$ cat src/rtl/wide_mem_pkg.sv
// rtl/wide_mem_pkg.sv - shared state enum, word width and address slicing helpers for wide_mem_initiator
package wide_mem_pkg;

   typedef enum logic [1:0] {
      IDLE    = 2'd0,
      RD_WAIT = 2'd1,
      WRITE   = 2'd2,
      RESP    = 2'd3
   } wide_mem_state_e;

   localparam int WordWidth = 32;

   // off_w is the number of byte-offset bits inside one line
   function automatic logic [31:0] word_sel(input logic [31:0] addr, input int off_w);
      return (addr >> 2) & ((32'd1 << (off_w - 2)) - 32'd1);
   endfunction

   function automatic logic [31:0] line_sel(input logic [31:0] addr, input int off_w);
      return addr >> off_w;
   endfunction

endpackage

$ cat src/rtl/wide_mem_merge.sv
// rtl/wide_mem_merge.sv - combinational byte-enable merge of one 32-bit word into a RAM line
module wide_mem_merge
   import wide_mem_pkg::*;
#(
   parameter int LineWidth = 128,
   parameter int WselW     = 2
) (
   input  logic [LineWidth-1:0] line,
   input  logic [WselW-1:0]     word_idx,
   input  logic [WordWidth-1:0] wdata,
   input  logic [3:0]           be,
   output logic [LineWidth-1:0] merged
);

   always_comb begin
      merged = line;
      for (int b = 0; b < 4; b++) begin
         if (be[b]) merged[word_idx*WordWidth + b*8 +: 8] = wdata[b*8 +: 8];
      end
   end

endmodule

$ cat src/rtl/wide_mem_initiator.sv
// rtl/wide_mem_initiator.sv - 32-bit word requester to wide single-port RAM initiator with RMW writes
// Optional one-line read buffer compiled in with WIDE_MEM_LINE_BUF_EN.
module wide_mem_initiator
   import wide_mem_pkg::*;
#(
   parameter int LineWidth = 128,
   parameter int Depth     = 256,
   parameter int AddrW     = $clog2(Depth) + $clog2(LineWidth/8)
) (
   input  logic                     clk_i,
   input  logic                     rst_ni,
   input  logic                     req_valid_i,
   output logic                     req_ready_o,
   input  logic                     req_we_i,
   input  logic [AddrW-1:0]         req_addr_i,
   input  logic [WordWidth-1:0]     req_wdata_i,
   input  logic [3:0]               req_be_i,
   output logic                     resp_valid_o,
   output logic [WordWidth-1:0]     resp_rdata_o,
   output logic                     ram_req_o,
   output logic                     ram_we_o,
   output logic [$clog2(Depth)-1:0] ram_addr_o,
   output logic [LineWidth-1:0]     ram_wdata_o,
   input  logic [LineWidth-1:0]     ram_rdata_i
);

   localparam int OffW  = $clog2(LineWidth/8);
   localparam int LidxW = $clog2(Depth);
   localparam int WselW = OffW - 2;

   wide_mem_state_e state, next_state;

   logic                 we_q;
   logic [WselW-1:0]     widx_q;
   logic [WordWidth-1:0] wdata_q;
   logic [3:0]           be_q;
   logic [LidxW-1:0]     lidx_q;
   logic [LineWidth-1:0] line_q;
   logic [LineWidth-1:0] merged;
   logic [WordWidth-1:0] rdata_q;
   logic [LidxW-1:0]     req_lidx;
   logic [WselW-1:0]     req_widx;
   logic                 accept;
   logic                 hit;
   logic [WordWidth-1:0] hit_word;

   assign req_lidx = LidxW'(line_sel(32'(req_addr_i), OffW));
   assign req_widx = WselW'(word_sel(32'(req_addr_i), OffW));

`ifdef WIDE_MEM_LINE_BUF_EN
   logic                 buf_valid;
   logic [LidxW-1:0]     buf_tag;
   logic [LineWidth-1:0] buf_line;

   assign hit      = req_valid_i && !req_we_i && buf_valid && (buf_tag == req_lidx);
   assign hit_word = buf_line[req_widx*WordWidth +: WordWidth];

   // Buffer mirrors the last line touched in RAM, including the merged write-back
   always_ff @(posedge clk_i or negedge rst_ni) begin
      if (!rst_ni) begin
         buf_valid <= 1'b0;
         buf_tag   <= '0;
         buf_line  <= '0;
      end else if (state == RD_WAIT) begin
         buf_valid <= 1'b1;
         buf_tag   <= lidx_q;
         buf_line  <= ram_rdata_i;
      end else if (state == WRITE) begin
         buf_line  <= line_q;
      end
   end
`else
   assign hit      = 1'b0;
   assign hit_word = '0;
`endif

   wide_mem_merge #(
      .LineWidth (LineWidth),
      .WselW     (WselW)
   ) u_merge (
      .line     (ram_rdata_i),
      .word_idx (widx_q),
      .wdata    (wdata_q),
      .be       (be_q),
      .merged   (merged)
   );

   // rst_ni gating keeps the RAM request low while reset holds, even with a pending request
   always_comb begin
      next_state  = state;
      req_ready_o = 1'b0;
      accept      = 1'b0;
      ram_req_o   = 1'b0;
      ram_we_o    = 1'b0;
      ram_addr_o  = '0;
      case (state)
         IDLE: begin
            req_ready_o = rst_ni;
            if (req_valid_i) begin
               accept     = rst_ni;
               next_state = hit ? RESP : RD_WAIT;
               ram_req_o  = rst_ni && !hit;
               ram_addr_o = hit ? '0 : req_lidx;
            end
         end
         RD_WAIT: next_state = we_q ? WRITE : RESP;
         WRITE: begin
            ram_req_o  = 1'b1;
            ram_we_o   = 1'b1;
            ram_addr_o = lidx_q;
            next_state = RESP;
         end
         RESP:    next_state = IDLE;
         default: next_state = IDLE;
      endcase
   end

   always_ff @(posedge clk_i or negedge rst_ni) begin
      if (!rst_ni) state <= IDLE;
      else         state <= next_state;
   end

   always_ff @(posedge clk_i or negedge rst_ni) begin
      if (!rst_ni) begin
         we_q    <= 1'b0;
         widx_q  <= '0;
         wdata_q <= '0;
         be_q    <= '0;
         lidx_q  <= '0;
         line_q  <= '0;
         rdata_q <= '0;
      end else begin
         if (accept) begin
            we_q    <= req_we_i;
            widx_q  <= req_widx;
            wdata_q <= req_wdata_i;
            be_q    <= req_be_i;
            lidx_q  <= req_lidx;
            if (hit) rdata_q <= hit_word;
         end
         if (state == RD_WAIT) begin
            rdata_q <= ram_rdata_i[widx_q*WordWidth +: WordWidth];
            if (we_q) line_q <= merged;
         end
      end
   end

   assign resp_valid_o = (state == RESP);
   assign resp_rdata_o = rdata_q;
   assign ram_wdata_o  = line_q;

endmodule

$ cat config.mk
export PLATFORM = sky130hd
export DESIGN_NAME = wide_mem_initiator
export DESIGN_NICKNAME = d
export VERILOG_FILES = /design/src/rtl/wide_mem_pkg.sv /design/src/rtl/wide_mem_merge.sv /design/src/rtl/wide_mem_initiator.sv
export SDC_FILE = /design/constraint.sdc
export NUM_CORES = 1
export LEC_CHECK = 0
export ABC_AREA = 1
export BUFFER_PORTS_ARGS = -buffer_cell sky130_fd_sc_hd__buf_2
export CORE_AREA = 2 2 198 239
export CTS_CLUSTER_SIZE = 24
export DETAILED_ROUTE_END_ITERATION = 10
export DIE_AREA = 0 0 200 241
export GPL_TIMING_DRIVEN = 0
export HOLD_SLACK_MARGIN = 0.08
export SLEW_MARGIN = 30
export SYNTH_ARGS = -nofsm -noshare
export SYNTH_HDL_FRONTEND = slang
export SYNTH_SLANG_ARGS = --single-unit
$ cat constraint.sdc
create_clock -name clk_i -period 1.85 [get_ports clk_i]
set_input_delay 0.0925 -clock clk_i [delete_from_list [all_inputs] [get_ports clk_i]]
set_output_delay 0.0925 -clock clk_i [all_outputs]
set_load 0.05 [all_outputs]
==> results_dict.tcl <==
set metrics [dict create \
    grt_start_max_net_pins 80 \
    setup_viol 0 \
    grtUsageTotal 0.2182 \
    grt_pass1_wl_microns 78090 \
    clockBufferDepth 3 \
    pin_count 352 \
    postSynthCellCount 1576 \
    antenna_found_initial 3 \
    setup_ws_ns 0.02012 \
    hpwlAfterDp_microns 39430 \
    hold_violations 175 \
    placed_area_sq_um 13930 \
    die_y_microns 241 \
    status "complete, but fails checks" \
    drt-total-wl_microns 54280 \
    r2r_slack_ns 0.03 \
    rr_startpoint "widx_q[0]" \
    clkSlewWorstSetupHoldPaths_ns 0.06 \
    post_drt_wl_per_cell_microns 19.37 \
    holdWs_ns -0.5165 \
    max_freq_mhz 546.5 \
    cap_viol_max_count 0 \
    postSynthAreaPerCell_sq_um 7.202 \
    reg2regPathDepth 10 \
    crit_arrival_ns 1.74 \
    clk_latency_ns 0.56 \
    finalCriticalPeriod_ns 1.830 \
    tns_ns 0 \
    cts_buffers 25 \
    ant_nets 0 \
    post-place-ws_ns -1.134 \
    crit_required_ns 1.76 \
    cts_sinks 209 \
    fillers 4662 \
    p_per_area_nw_per_um2 1934 \
    cts_tree "done" \
    die_w_microns 200 \
    ys_seq_area_frac 0.4608 \
    rsz0062_at_grt "yes" \
    final_cell_mix "nand2_1, buf_2, a21oi_1" \
    vdd_drop_max_mv 1.023 \
    cts-root-buf "clkbuf_16" \
    netlist_area_sq_um 11350 \
    synthDistinctLibCells 22 \
    grt_pass1_vias 13120 \
    dieArea_sq_um 48200 \
    std_cell_rows 86 \
    gr-total-overflow 0 \
    area_growth_pct 56.30 \
    start_util 0.2482 \
    ys_ff_latch 209 \
    relSlewSlack 0.4819 \
    slew_violations 0 \
    dr.pass1.iters 5 \
    finalCritPeriodShare 0.9891 \
    critPathLaunchType "flop" \
    skew_ns 0.01756 \
    synth_nets 1765 \
    criticalPathCategory "reg2out" \
    nets 2352 \
    final_area_sq_um 17740 \
    synth_warnings 0 \
    min_path_type "in2async" \
    drive_above_1_share 0.2915 \
    r2r-end "ram_wdata_o[79]" \
    gp_congestion 0.8942 \
    coreArea_sq_um 45730 \
    path_max_fanout 6 \
    h-tree-depth 1 \
    drtIter0Drc 707 \
    layout_commonest_cell "nand2_1" \
    port_buffers 349 \
    drcViolationCount 0 \
    crit_path_end_kind "output port" \
    route.vias.total 12770 \
    vias_per_cell 4.557 \
    tightest_slew_ns 0.7771 \
    violations "hold timing" \
    p_leak_nw 8.661 \
]
-- worst max-delay path, cell delays in order, from the launching register on --
cell and delay (ns):
dfrtp_2 0.45, inv_4 0.10, ha_4 0.17, nand2_8 0.09
nor2_4 0.13, inv_4 0.05, nand2_4 0.05, buf_8 0.14
-- how the worst max path moves through the flow --
stage / startpoint / cells after the start / slack (ns) / to
floorplan: state[0] / 4 / -0.20 / ram_addr_o[0]
global placement: rst_ni / 5 / -4.13 / wdata_q[7]
detailed placement: widx_q[1] / 7 / -1.13 / ram_wdata_o[41]
CTS: state[0] / 7 / -0.03 / ram_req_o
global route: state[0] / 7 / -0.05 / ram_req_o
finish: state[0] / 7 / 0.02 / ram_req_o
-- layout make-up --
class | count | area (sq um) | area share
Multi-Input combinational cell | 1081 | 5328 | 0.3003
Sequential cell | 209 | 5234 | 0.2950
Timing Repair Buffer | 562 | 4016 | 0.2264
Inverter | 207 | 810.8 | 0.04570
Tap cell | 616 | 770.7 | 0.04345
Clock buffer | 35 | 733.2 | 0.04133
Buffer | 77 | 625.6 | 0.03527
Clock inverter | 11 | 211.5 | 0.01192
Antenna cell | 4 | 10.01 | 0.0005643
-- through the flow --
step                hold WS [ns]  power [mW]  std cells    util
floorplan                -0.2031       20.65       1576       -
global placement          0.3036       26.15       2541  0.3032
detailed placement       0.07391       26.38       2543  0.3047
CTS                      -0.5102       33.77       2791  0.3789
global route             -0.4902       36.18       2801  0.3879
finish                   -0.5165       34.31       2802  0.3879
-- synth_stat cells --
cell type / instances / area [sq um]
nor2_1: 170 / 638.1
nand2_1: 480 / 1802
o22ai_1: 4 / 25.02
clkbuf_2: 1 / 5.000
buf_1: 3 / 11.26
buf_2: 39 / 195.2
buf_4: 18 / 135.1
buf_6: 10 / 112.6
dfrtp_1: 209 / 5230
o21ai_2: 10 / 87.58
a21oi_1: 256 / 1281
o21ai_1: 11 / 55.05
clkbuf_1: 8 / 30.03
inv_2: 4 / 15.01
o21ai_0: 28 / 140.1
inv_1: 193 / 724.4
ha_1: 9 / 112.6
nor2_2: 8 / 50.05
clkinv_1: 10 / 37.54
nand2_2: 24 / 150.1
nand3_1: 64 / 320.3
nor2_4: 17 / 191.4
-- per-layer routing --
metal,wire [microns],global-route usage,vias up
li1,-,-,6069
met1,21550,0.2537,6068
met2,27260,0.3927,507
met3,3166,0.03675,124
met4,2303,0.09428,0
met5,0,0,-
-- flip-flops by register name (all words and copies together) (netlist names) --
name          count
wdata_q          32
widx_q            2
resp_rdata_o     32
be_q              4
ram_wdata_o     128
lidx_q            8
we_q              1
state             2
-- power breakdown --
part           internal [mW]  switching [mW]
Sequential              6.76            1.37
Combinational           5.61            14.8
Clock                   3.59            2.16
Total                   16.0            18.4
-- cells by family (layout without fill, tap and decap cells) --
logic type	count (synthesis)	in the layout	synth area share
buf+inv	286	892	0.1116
compound gates	309	309	0.1400
flops	209	209	0.4608
other cells	0	4	0
fa+ha+maj	9	9	0.009922
simple gates	763	763	0.2777
-- repair_timing --
item	4_1_cts	5_1_grt
buffers inserted	23	7
pin swaps	18	21
hold buffers	180	1
gates resized for setup	117	88
cloned	0	0
endpoints found under the hold margin	418	164
endpoints found under the setup margin	181	182
Power figures use the tool's default switching activity.
